--- src/rtl/calc_pkg.sv ---
// Shared definitions for the calculator control path: FSM states, operator
// codes and display constants.
package calc_pkg;

    typedef enum logic [2:0] {
        ST_ENTER_A,
        ST_OP_PEND,
        ST_ENTER_B,
        ST_EXEC,
        ST_SHOW_RES,
        ST_ERROR
    } state_t;

    localparam logic [1:0] OP_ADD = 2'd0;
    localparam logic [1:0] OP_SUB = 2'd1;
    localparam logic [1:0] OP_MUL = 2'd2;
    localparam logic [1:0] OP_DIV = 2'd3;

    localparam logic [15:0] ERR_CODE_DEFAULT = 16'hEEEE;
    localparam int unsigned BCD_W            = 4;

endpackage

--- src/rtl/calc_sequencer_if.sv ---
// Keyboard strobes, ALU handshake and display word of the calculator sequencer.
interface calc_sequencer_if #(
    parameter int W = 16
);
    logic         is_num;
    logic         is_op;
    logic         is_eq;
    logic [3:0]   num_val;
    logic [1:0]   op_val;
    logic [W-1:0] alu_a;
    logic [W-1:0] alu_b;
    logic [1:0]   alu_op;
    logic         alu_start;
    logic         alu_done;
    logic [W-1:0] alu_result;
    logic         alu_err;
    logic [W-1:0] data_out_bcd;
    logic         busy;

    modport master (
        output is_num, is_op, is_eq, num_val, op_val, alu_done, alu_result, alu_err,
        input  alu_a, alu_b, alu_op, alu_start, data_out_bcd, busy
    );

    modport slave (
        input  is_num, is_op, is_eq, num_val, op_val, alu_done, alu_result, alu_err,
        output alu_a, alu_b, alu_op, alu_start, data_out_bcd, busy
    );
endinterface

--- src/rtl/calc_sequencer_bcd_entry_reg.sv ---
// One BCD operand register: digit shift-in with digit-limit and no-leading-zero
// rules, synchronous clear (combinable with a shift) and parallel load.
module bcd_entry_reg
    import calc_pkg::*;
#(
    parameter int DIGITS = 4
) (
    input  logic                      clk,
    input  logic                      rst,
    input  logic                      i_clr,
    input  logic                      i_shift,
    input  logic [BCD_W-1:0]          i_digit,
    input  logic                      i_load,
    input  logic [DIGITS*BCD_W-1:0]   i_load_val,
    output logic [DIGITS*BCD_W-1:0]   o_value
);
    localparam int W  = DIGITS * BCD_W;
    localparam int CW = $clog2(DIGITS + 1);

    logic [W-1:0]  r_val, w_base_val, w_nxt_val;
    logic [CW-1:0] r_cnt, w_base_cnt, w_load_cnt, w_nxt_cnt;
    logic          w_accept;

    always_comb begin
        // A clear in the same cycle as a shift makes the digit the first one.
        w_base_val = i_clr ? '0 : r_val;
        w_base_cnt = i_clr ? '0 : r_cnt;
        w_accept   = i_shift && (i_digit <= 4'd9) && (w_base_cnt < CW'(DIGITS))
                     && !((i_digit == '0) && (w_base_val == '0));

        w_load_cnt = '0;
        for (int unsigned i = 0; i < DIGITS; i++) begin
            if (i_load_val[i*BCD_W +: BCD_W] != '0) w_load_cnt = CW'(i + 1);
        end

        w_nxt_val = w_base_val;
        w_nxt_cnt = w_base_cnt;
        if (i_load) begin
            w_nxt_val = i_load_val;
            w_nxt_cnt = w_load_cnt;
        end else if (w_accept) begin
            w_nxt_val = {w_base_val[W-BCD_W-1:0], i_digit};
            w_nxt_cnt = w_base_cnt + 1'b1;
        end
    end

    always_ff @(posedge clk) begin
        if (!rst) begin
            r_val <= '0;
            r_cnt <= '0;
        end else begin
            r_val <= w_nxt_val;
            r_cnt <= w_nxt_cnt;
        end
    end

    assign o_value = r_val;

endmodule

--- src/rtl/calc_sequencer.sv ---
// Calculator control FSM: builds BCD operands from key strobes, launches the
// ALU, supports chaining, timeout and an error state, and selects the display.
module calc_sequencer
    import calc_pkg::*;
#(
    parameter int                  DIGITS      = 4,
    parameter int                  ALU_TIMEOUT = 255,
    parameter logic [4*DIGITS-1:0] ERR_CODE    = ERR_CODE_DEFAULT
) (
    input logic             clk,
    input logic             rst,
    calc_sequencer_if.slave bus
);
    localparam int W  = BCD_W * DIGITS;
    localparam int TW = $clog2(ALU_TIMEOUT + 2);

    state_t        r_state, w_next;
    logic [1:0]    r_op, r_pend_op, w_op_nxt;
    logic          r_chain, w_chain_nxt;
    logic [TW-1:0] r_cnt;
    logic          r_start, r_busy;
    logic [W-1:0]  r_dout, w_a, w_b;
    logic          w_eq, w_op, w_num, w_done_ok, w_timeout;
    logic          w_launch, w_pend_load;
    logic          w_a_clr, w_a_shift, w_a_load, w_b_clr, w_b_shift;

    // Strobe priority: equals, then operator, then a valid digit.
    always_comb begin
        w_eq      = bus.is_eq;
        w_op      = bus.is_op && !bus.is_eq;
        w_num     = bus.is_num && !bus.is_op && !bus.is_eq && (bus.num_val <= 4'd9);
        w_done_ok = (r_state == ST_EXEC) && !r_start && bus.alu_done;
        w_timeout = (r_state == ST_EXEC) && !w_done_ok && (r_cnt == TW'(ALU_TIMEOUT));
    end

    always_ff @(posedge clk) begin
        if (!rst) r_state <= ST_ENTER_A;
        else      r_state <= w_next;
    end

    always_comb begin
        w_next = r_state;
        case (r_state)
            ST_ENTER_A:  if (w_op) w_next = ST_OP_PEND;
            ST_OP_PEND:  if (w_num) w_next = ST_ENTER_B;
            ST_ENTER_B:  if (w_eq || w_op) w_next = ST_EXEC;
            ST_EXEC: begin
                if (w_done_ok) begin
                    if (bus.alu_err) w_next = ST_ERROR;
                    else             w_next = r_chain ? ST_OP_PEND : ST_SHOW_RES;
                end else if (w_timeout) begin
                    w_next = ST_ERROR;
                end
            end
            ST_SHOW_RES: begin
                if (w_eq)       w_next = ST_EXEC;
                else if (w_op)  w_next = ST_OP_PEND;
                else if (w_num) w_next = ST_ENTER_A;
            end
            ST_ERROR:    if (w_eq || w_op || w_num) w_next = ST_ENTER_A;
            default:     w_next = ST_ENTER_A;
        endcase
    end

    always_comb begin
        w_launch    = 1'b0;
        w_pend_load = 1'b0;
        w_a_clr     = 1'b0;
        w_a_shift   = 1'b0;
        w_a_load    = 1'b0;
        w_b_clr     = 1'b0;
        w_b_shift   = 1'b0;
        w_op_nxt    = r_op;
        w_chain_nxt = r_chain;
        case (r_state)
            ST_ENTER_A: begin
                w_a_shift = w_num;
                if (w_op) w_op_nxt = bus.op_val;
            end
            ST_OP_PEND: begin
                if (w_op) w_op_nxt = bus.op_val;
                w_b_clr   = w_num;
                w_b_shift = w_num;
            end
            ST_ENTER_B: begin
                if (w_eq) begin
                    w_launch = 1'b1;
                end else if (w_op) begin
                    w_launch    = 1'b1;
                    w_chain_nxt = 1'b1;
                    w_pend_load = 1'b1;
                end else begin
                    w_b_shift = w_num;
                end
            end
            ST_EXEC: begin
                if (w_done_ok && !bus.alu_err) begin
                    w_a_load = 1'b1;
                    if (r_chain) w_op_nxt = r_pend_op;
                end
                if (w_done_ok || w_timeout) w_chain_nxt = 1'b0;
            end
            ST_SHOW_RES: begin
                if (w_eq) begin
                    w_launch = 1'b1;
                end else if (w_op) begin
                    w_op_nxt = bus.op_val;
                end else if (w_num) begin
                    w_a_clr   = 1'b1;
                    w_a_shift = 1'b1;
                end
            end
            ST_ERROR: begin
                if (w_eq || w_op || w_num) begin
                    w_a_clr  = 1'b1;
                    w_b_clr  = 1'b1;
                    w_op_nxt = OP_ADD;
                end
                w_a_shift = w_num;
            end
            default: ;
        endcase
    end

    always_ff @(posedge clk) begin
        if (!rst) begin
            r_op      <= OP_ADD;
            r_pend_op <= OP_ADD;
            r_chain   <= 1'b0;
            r_cnt     <= '0;
            r_start   <= 1'b0;
            r_busy    <= 1'b0;
            r_dout    <= '0;
        end else begin
            r_op    <= w_op_nxt;
            r_chain <= w_chain_nxt;
            r_start <= w_launch;
            r_busy  <= (w_next == ST_EXEC);
            if (w_pend_load) r_pend_op <= bus.op_val;
            if (w_launch)                 r_cnt <= '0;
            else if (r_state == ST_EXEC)  r_cnt <= r_cnt + 1'b1;
            case (r_state)
                ST_ENTER_B: r_dout <= w_b;
                ST_EXEC:    r_dout <= r_dout;
                ST_ERROR:   r_dout <= ERR_CODE;
                default:    r_dout <= w_a;
            endcase
        end
    end

    bcd_entry_reg #(.DIGITS(DIGITS)) u_opnd_a (
        .clk       (clk),
        .rst       (rst),
        .i_clr     (w_a_clr),
        .i_shift   (w_a_shift),
        .i_digit   (bus.num_val),
        .i_load    (w_a_load),
        .i_load_val(bus.alu_result),
        .o_value   (w_a)
    );

    bcd_entry_reg #(.DIGITS(DIGITS)) u_opnd_b (
        .clk       (clk),
        .rst       (rst),
        .i_clr     (w_b_clr),
        .i_shift   (w_b_shift),
        .i_digit   (bus.num_val),
        .i_load    (1'b0),
        .i_load_val('0),
        .o_value   (w_b)
    );

    assign bus.alu_a        = w_a;
    assign bus.alu_b        = w_b;
    assign bus.alu_op       = r_op;
    assign bus.alu_start    = r_start;
    assign bus.busy         = r_busy;
    assign bus.data_out_bcd = r_dout;

endmodule

--- src/flat_wrapper.sv ---
// flat-port wrapper written by rule: the top's interface ports become plain ports
module calc_sequencer_flat import calc_pkg::*;
#(
    parameter int                  DIGITS      = 4,
    parameter int                  ALU_TIMEOUT = 255,
    parameter logic [4*DIGITS-1:0] ERR_CODE    = ERR_CODE_DEFAULT
)
  (clk, rst, bus_is_num, bus_is_op, bus_is_eq, bus_num_val, bus_op_val, bus_alu_done, bus_alu_result, bus_alu_err, bus_alu_a, bus_alu_b, bus_alu_op, bus_alu_start, bus_data_out_bcd, bus_busy);
  calc_sequencer_if bus_i ();
  input logic clk;
  input logic rst;
  input wire logic [$bits(bus_i.is_num)-1:0] bus_is_num;
  input wire logic [$bits(bus_i.is_op)-1:0] bus_is_op;
  input wire logic [$bits(bus_i.is_eq)-1:0] bus_is_eq;
  input wire logic [$bits(bus_i.num_val)-1:0] bus_num_val;
  input wire logic [$bits(bus_i.op_val)-1:0] bus_op_val;
  input wire logic [$bits(bus_i.alu_done)-1:0] bus_alu_done;
  input wire logic [$bits(bus_i.alu_result)-1:0] bus_alu_result;
  input wire logic [$bits(bus_i.alu_err)-1:0] bus_alu_err;
  output wire logic [$bits(bus_i.alu_a)-1:0] bus_alu_a;
  output wire logic [$bits(bus_i.alu_b)-1:0] bus_alu_b;
  output wire logic [$bits(bus_i.alu_op)-1:0] bus_alu_op;
  output wire logic [$bits(bus_i.alu_start)-1:0] bus_alu_start;
  output wire logic [$bits(bus_i.data_out_bcd)-1:0] bus_data_out_bcd;
  output wire logic [$bits(bus_i.busy)-1:0] bus_busy;
  assign bus_i.is_num = bus_is_num;
  assign bus_i.is_op = bus_is_op;
  assign bus_i.is_eq = bus_is_eq;
  assign bus_i.num_val = bus_num_val;
  assign bus_i.op_val = bus_op_val;
  assign bus_i.alu_done = bus_alu_done;
  assign bus_i.alu_result = bus_alu_result;
  assign bus_i.alu_err = bus_alu_err;
  assign bus_alu_a = bus_i.alu_a;
  assign bus_alu_b = bus_i.alu_b;
  assign bus_alu_op = bus_i.alu_op;
  assign bus_alu_start = bus_i.alu_start;
  assign bus_data_out_bcd = bus_i.data_out_bcd;
  assign bus_busy = bus_i.busy;
  calc_sequencer #(.DIGITS(DIGITS), .ALU_TIMEOUT(ALU_TIMEOUT), .ERR_CODE(ERR_CODE)) u_core (.clk(clk), .rst(rst), .bus(bus_i));
endmodule
--- config.mk ---
export PLATFORM = sky130hd
export DESIGN_NAME = calc_sequencer_flat
export DESIGN_NICKNAME = d
export VERILOG_FILES = /design/src/rtl/calc_pkg.sv /design/src/rtl/calc_sequencer_if.sv /design/src/rtl/calc_sequencer_bcd_entry_reg.sv /design/src/rtl/calc_sequencer.sv /design/src/flat_wrapper.sv
export SDC_FILE = /design/constraint.sdc
export NUM_CORES = 1
export LEC_CHECK = 0
export CAP_MARGIN = 20
export CORE_MARGIN = 5
export CORE_UTILIZATION = 35
export CTS_BUF_LIST = sky130_fd_sc_hd__clkbuf_8
export DETAILED_ROUTE_END_ITERATION = 16
export GPL_TIMING_DRIVEN = 0
export PLACE_DENSITY = 0.7
export SLEW_MARGIN = 20
export SYNTH_ARGS = -nofsm -noshare
export SYNTH_HDL_FRONTEND = slang
export SYNTH_HIERARCHICAL = 1
export SYNTH_SLANG_ARGS = --single-unit
--- constraint.sdc ---
create_clock -name clk -period 3.5 [get_ports clk]
set_input_delay 0.525 -clock clk [delete_from_list [all_inputs] [get_ports clk]]
set_output_delay 0.525 -clock clk [all_outputs]
set_load 0.02 [all_outputs]
* Word level (Yosys, flattened, before mapping)
Cells that the tools add are included.
Storage, ports and cells: bits in registers 73, output and inout port bits 52, logic and storage cells 130
Operators by class: $add $sub $neg 3, $lt $le $gt $ge 3, eq/ne operators 14, multiplexer cells 55, bitwise logic cells 1, reduce and logical (&&, ||, !) cells 42
Operators by type and width (number):
- 16-bit two-way mux | 5
- 3-bit two-way mux | 19
- 16-bit case mux with 3 select lines | 1
- 16-bit zero test | 2
- 4-bit nonzero test | 5
- 3-bit case mux with 6 select lines | 1
- 1-bit logical AND | 17
- 1-bit two-way mux | 17
- 1-bit case mux with 2 select lines | 6
- 2-bit two-way mux | 5
- 9-bit by 1-bit adder with 9-bit output, second input constant | 1
- 3-bit by 2-bit equality test with 1-bit output, second input constant | 3
- 9-bit by 8-bit equality test with 1-bit output, second input constant | 1
- 2-bit inequality test, second input constant | 4
- 2-bit case mux with 4 select lines | 1
- 1-bit zero test | 7
- 3-bit by 1-bit adder with 3-bit output, second input constant | 2
- 3-bit equality test, second input constant | 2
- 3-bit < comparator, second input constant | 2
- 2-bit by 1-bit inequality test with 1-bit output, second input constant | 3
- 2-bit OR reduction | 3
- 5-bit AND reduction | 1
- 4-bit <= comparator, second input constant | 1
- 4-bit zero test | 1
- 6 further kinds | 8

* Longest topological paths before layout
depth in word-level cells 15, depth in mapped cells 11

* Hierarchy
Netlist, hierarchy kept.
By module, submodules not included:
- bcd_entry_reg | times used 2, cells an instance 139, area an instance 1167.4 µm²
- calc_sequencer | times used 1, cells an instance 213, area an instance 1840.5 µm²

* Worst setup path before layout
Ideal clock, no wire load.
kind in2reg, start in bus_num_val[1], end reg u_core.u_opnd_a.r_val[14], in the netlist u_core/u_opnd_a/o_value[14], setup time 0.117 ns, arrival 2.484 ns, required time 3.383 ns, slack 0.898 ns, cell stages on the path 8, path buffers 1, cell sequence o21ai_0 -> nand3_1 -> a21boi_0 -> clkbuf_1 -> inv_1 -> o2111ai_2 -> mux2_2 -> a32o_1
Between the ends: word-level cells in the longest chain between the ends 13, elaborated cells on any way between the ends 21, classes of those cells order compare (2); mux (10); reduce/logical (9)
RTL lines:
- start: declaration | RTL line flat_wrapper.sv:15 | input wire logic [$bits(bus_i.num_val)-1:0] bus_num_val;
- 4-bit <= comparator * | RTL line calc_sequencer.sv:31 | w_num = bus.is_num && !bus.is_op && !bus.is_eq && (bus.num_val <= 4'd9);
- 1-bit logical AND * | RTL line calc_sequencer.sv:31
- 1-bit two-way mux | RTL line calc_sequencer.sv:108 | end else if (w_num) begin
- 1-bit two-way mux | RTL line calc_sequencer.sv:106 | end else if (w_op) begin
- 1-bit two-way mux | RTL line calc_sequencer.sv:104 | if (w_eq) begin
- 1-bit case mux with 2 select lines * | RTL line calc_sequencer.sv:75 | case (r_state)
- named net u_core.w_a_clr | RTL line calc_sequencer.sv:25 | logic w_a_clr, w_a_shift, w_a_load, w_b_clr, w_b_shift;
- 16-bit two-way mux | RTL line calc_sequencer_bcd_entry_reg.sv:26 | w_base_val = i_clr ? '0 : r_val;
- 16-bit zero test | RTL line calc_sequencer_bcd_entry_reg.sv:29 | && !((i_digit == '0) && (w_base_val == '0));
- 1-bit logical AND | RTL line calc_sequencer_bcd_entry_reg.sv:29
- 1-bit zero test | RTL line calc_sequencer_bcd_entry_reg.sv:29
- 1-bit logical AND | RTL line calc_sequencer_bcd_entry_reg.sv:29
- 16-bit two-way mux * | RTL line calc_sequencer_bcd_entry_reg.sv:41 | end else if (w_accept) begin
- 16-bit two-way mux * | RTL line calc_sequencer_bcd_entry_reg.sv:38 | if (i_load) begin
- end signal: assignment | RTL line calc_sequencer_bcd_entry_reg.sv:52 | r_val <= w_nxt_val;
- end: declaration | RTL line calc_sequencer_bcd_entry_reg.sv:20 | logic [W-1:0] r_val, w_base_val, w_nxt_val;
The timed path passes the listed nets; every way through them passes the cells marked *. A chain may end at the register's enable or synchronous reset.

* Worst setup path after layout
start in bus_num_val[1], end reg u_core.u_opnd_a.r_val[9], in the netlist u_core/u_opnd_a/o_value[9]
The elaborated chain is that of the path after synthesis.

==> summary.txt <==
CP startpoint: bus_num_val[1]
clock sink total: 73
EDFF count, synth: 0
drt first-iter violations: 412
Reg clk slew, reported paths: 0.08 ns
Max Fanout on Critical Path: 10
Power, Total: 1730 uW
Req. time, crit path: 3.74 ns
Fin. Hold Viols: 0
Clk Latency, worst-skew pair: 0.34 ns
total track usage: 18.5%
Slew Limit Fails: 0
met3 usage: 3.51%
Core Rows: 39
Leak: 0.00200 uW
Setup Fix Bufs, Post-CTS: 0
GRT met2 Usage: 28.6%
Main synth FF type: dfxtp_1
initial antenna violation count: 0
Critical R2R Launch: u_core/r_state[2]$_SDFF_PN0_
slowest cell on the critical path: clkdlybuf4s50_1
met1 Use GR: 26.0%
final WL: 13.7 mm
die height: 119 um
DR vias/cell: 5.75
Setup crit start kind: primary input
synth warn: 6
sequential share of power: 50.6%
Hold Crit Class: flip-flop to flip-flop
slowest cell delay on critical path: 0.67 ns
Avg Cell Area, Syn: 8.50 um^2
Syn Inst Count: 491
drt drc: 0
setup total negative slack: 0 ns
dpl ws: -0.542 ns
post-synthesis sequential area ratio: 35.0%
Bufs on Longest Clock Path: 2
critical path class: primary input to flip-flop
hold path start: u_core/bus.alu_op[0]$_SDFFE_PN0P_
worst-path cell chain: clkdlybuf4s50_1 -> o21ai_1 -> nand3_1 -> a21boi_0 -> clkbuf_2 -> inv_1 -> o2111a_1 -> o21ai_2 -> mux2_2
placed cell count: 747
instance area at placement: 0.00528 mm^2
Sw Ratio: 28.6%
CTS tree: done
clock share of power: 33.0%
outcome: finished, final reports clean
FMAX: 298 MHz
Clock Tree Root: clkbuf_8
WP data arrival: 3.60 ns
Netlist cell types: 67
Rel. slew slack: 58.6%
P_sw: 496 uW
DIE AREA: 0.0142 mm^2
final setup fails: 0
Placer Congestion: 0.884
ANT cells: 0
first-pass GRT wire length: 21.4 mm
Combinational Power Share: 16.4%
Crit. End Element: flip-flop
power per cell area: 317 mW/mm^2
HPWL after DPL: 10.3 mm
DRT Pass-1 Iters: 6
actual slew at the worst max-slew pin: 0.617 ns
number of global-route vias before repair: 4098
RSZ-0062 raised after global routing: false
global route total overflow: 0
Yosys reg bits: 73
H-tree Lvls: 3
vias: 4383
max_cap viols: 0
Core Box Area: 0.0116 mm^2
Layout Cells excl Fill: 762
FFs w/ async S/R, synth: 0%
Starting Density: 36.1%
largest net degree at the start of global routing: 12
Int Pwr: 1240 uW
Max VDD drop: 0.175 mV
GR peak layer: met2
worst setup margin: 0.139 ns
Mapped Area: 0.00418 mm^2
Layout Nets: 648
area grow syn2layout: 30.9%
total CTS buffers: 9
Final Critical Period: 3.36 ns
final antenna-violating net count: 0
fin crit share: 96.0%
IO buf count: 80
Die Width: 119 um
Avg WL per Cell: 18.0 um
# IOs: 81
layout cell share with drive strength beyond 1: 8.40%
Design Area, Final: 0.00547 mm^2
Worst Clk Skew: 0.00996 ns
==> layer usage <==
layer | part of all wire [%] | vias up
met5 | 0 | -
met3 | 6.9 | 10
met2 | 45 | 194
met4 | 1.0 | 0
li1 | - | 2083
met1 | 47 | 2096
==> layout make-up <==
class	count	area (um^2)
flip-flops and latches	73	1460
inverters	17	63.8
plain buffers	33	170
clock buffers	10	138
clock inverters	5	25.0
well taps	143	179
repair buffers	80	801
multi-input cells	401	2630
fillers	1122	6100
==> timing repair <==
action | CTS | global route
setup endpoints to repair | 8 | 15
resized for setup | 2 | 4
hold buffers | 0 | 0
==> registers in the layout, indices dropped and copies added (netlist names), 2 cells and up <==
register	cells
u_core/bus.alu_op	2
u_core/bus.data_out_bcd	16
u_core/r_cnt	9
u_core/r_pend_op	2
u_core/r_state	3
u_core/u_opnd_a/o_value	16
u_core/u_opnd_a/r_cnt	3
u_core/u_opnd_b/o_value	16
u_core/u_opnd_b/r_cnt	3
==> worst max-delay path, delay by kind of cell <==
kind,cells,cell delay [ns]
simple gates,1,0.20
compound gates,4,1.24
mux,1,0.38
buf+inv,3,1.23
==> final timing paths <==
kind	to	slack (ns)	depth (start not counted)
setup reg to reg	u_core/u_opnd_a/o_value[9]$_SDFF_PN0_	0.40	9
setup / recovery	u_core/u_opnd_a/o_value[9]$_SDFF_PN0_	0.14	9
hold / removal	u_core/bus.alu_op[0]$_SDFFE_PN0P_	0.48	2
hold reg to reg	u_core/bus.alu_op[0]$_SDFFE_PN0P_	0.48	2
==> power by group through the flow <==
stage,sequential (uW),combinational (uW),clock (uW)
6_report,878,284,573
5_1_grt,881,306,618
4_1_cts,878,275,586
3_5_place_dp,897,272,0
3_3_place_gp,898,268,0
2_1_floorplan,908,138,0
==> synthesized netlist by cell type (3+ instances only) <==
master,count,share of area [%]
buf_4,6,1.1
and3_1,3,0.45
a32o_1,12,2.9
clkbuf_1,20,1.8
ha_1,4,1.2
buf_2,5,0.60
nor4_1,15,2.2
nor2_1,34,3.1
nor4b_1,3,0.63
nand3_1,19,2.3
nand2b_1,9,1.3
a21o_1,6,1.1
nor2b_1,18,2.7
nand4_1,7,1.0
o221ai_1,12,2.5
o21a_1,18,3.2
nor3_1,14,1.7
xnor2_1,4,0.84
mux2i_1,14,3.4
xor2_1,5,1.0
mux2_2,8,2.2
o22ai_1,12,1.8
o211ai_1,6,1.1
dfxtp_1,73,35
o21ai_0,40,4.8
a21oi_1,25,3.0
a31oi_1,4,0.60
inv_1,17,1.5
nand2_1,22,2.0
==> stage by stage <==
stage / utilization [%] / hold WS (ns)
4_1_cts: 47.2 / 0.483
3_5_place_dp: 45.6 / 0.471
3_3_place_gp: 45.6 / 0.466
5_1_grt: 47.3 / 0.501
2_1_floorplan: - / 0.461
6_report: 47.3 / 0.479
==> cell families (layout without fill, tap and decap cells) <==
logic type / count (synthesis) / count (layout) / synth area share [%]
AO/OA/AOI/OAI: 168 / 168 / 29.2
AND/OR/NAND/NOR: 164 / 164 / 21.5
flip-flops: 73 / 73 / 35.0
buffers and inverters: 50 / 145 / 5.54
multiplexers: 22 / 22 / 5.51
XOR/XNOR: 9 / 9 / 1.89
adder cells (fa/ha/maj): 4 / 4 / 1.20
other: 1 / 34 / 0.0898
==> cells in the final DEF (no fill, tap or decap), types with 3 or more instances in the layout <==
cell | netlist | routed
xnor2_1 | 4 | 4
and3_1 | 3 | 3
o21ai_0 | 40 | 39
o21a_1 | 18 | 18
mux2i_1 | 14 | 14
clkbuf_1 | 20 | 18
clkbuf_8 | 0 | 10
o221ai_1 | 12 | 12
nand2_1 | 22 | 22
o211ai_1 | 6 | 6
nand2b_1 | 9 | 9
xor2_1 | 5 | 5
dfxtp_1 | 73 | 73
nor2_1 | 34 | 34
nor2b_1 | 18 | 18
a21oi_1 | 25 | 25
inv_1 | 17 | 19
nor4b_1 | 3 | 3
clkdlybuf4s50_1 | 0 | 80
a32o_1 | 12 | 12
o22ai_1 | 12 | 12
ha_1 | 4 | 4
nor4_1 | 15 | 15
a21o_1 | 6 | 6
a31oi_1 | 4 | 4
nand3_1 | 19 | 19
buf_4 | 6 | 6
buf_2 | 5 | 5
nor3_1 | 14 | 14
nand4_1 | 7 | 7
conb_1 | 1 | 34
mux2_2 | 8 | 8
Power figures use the tool's default switching activity.
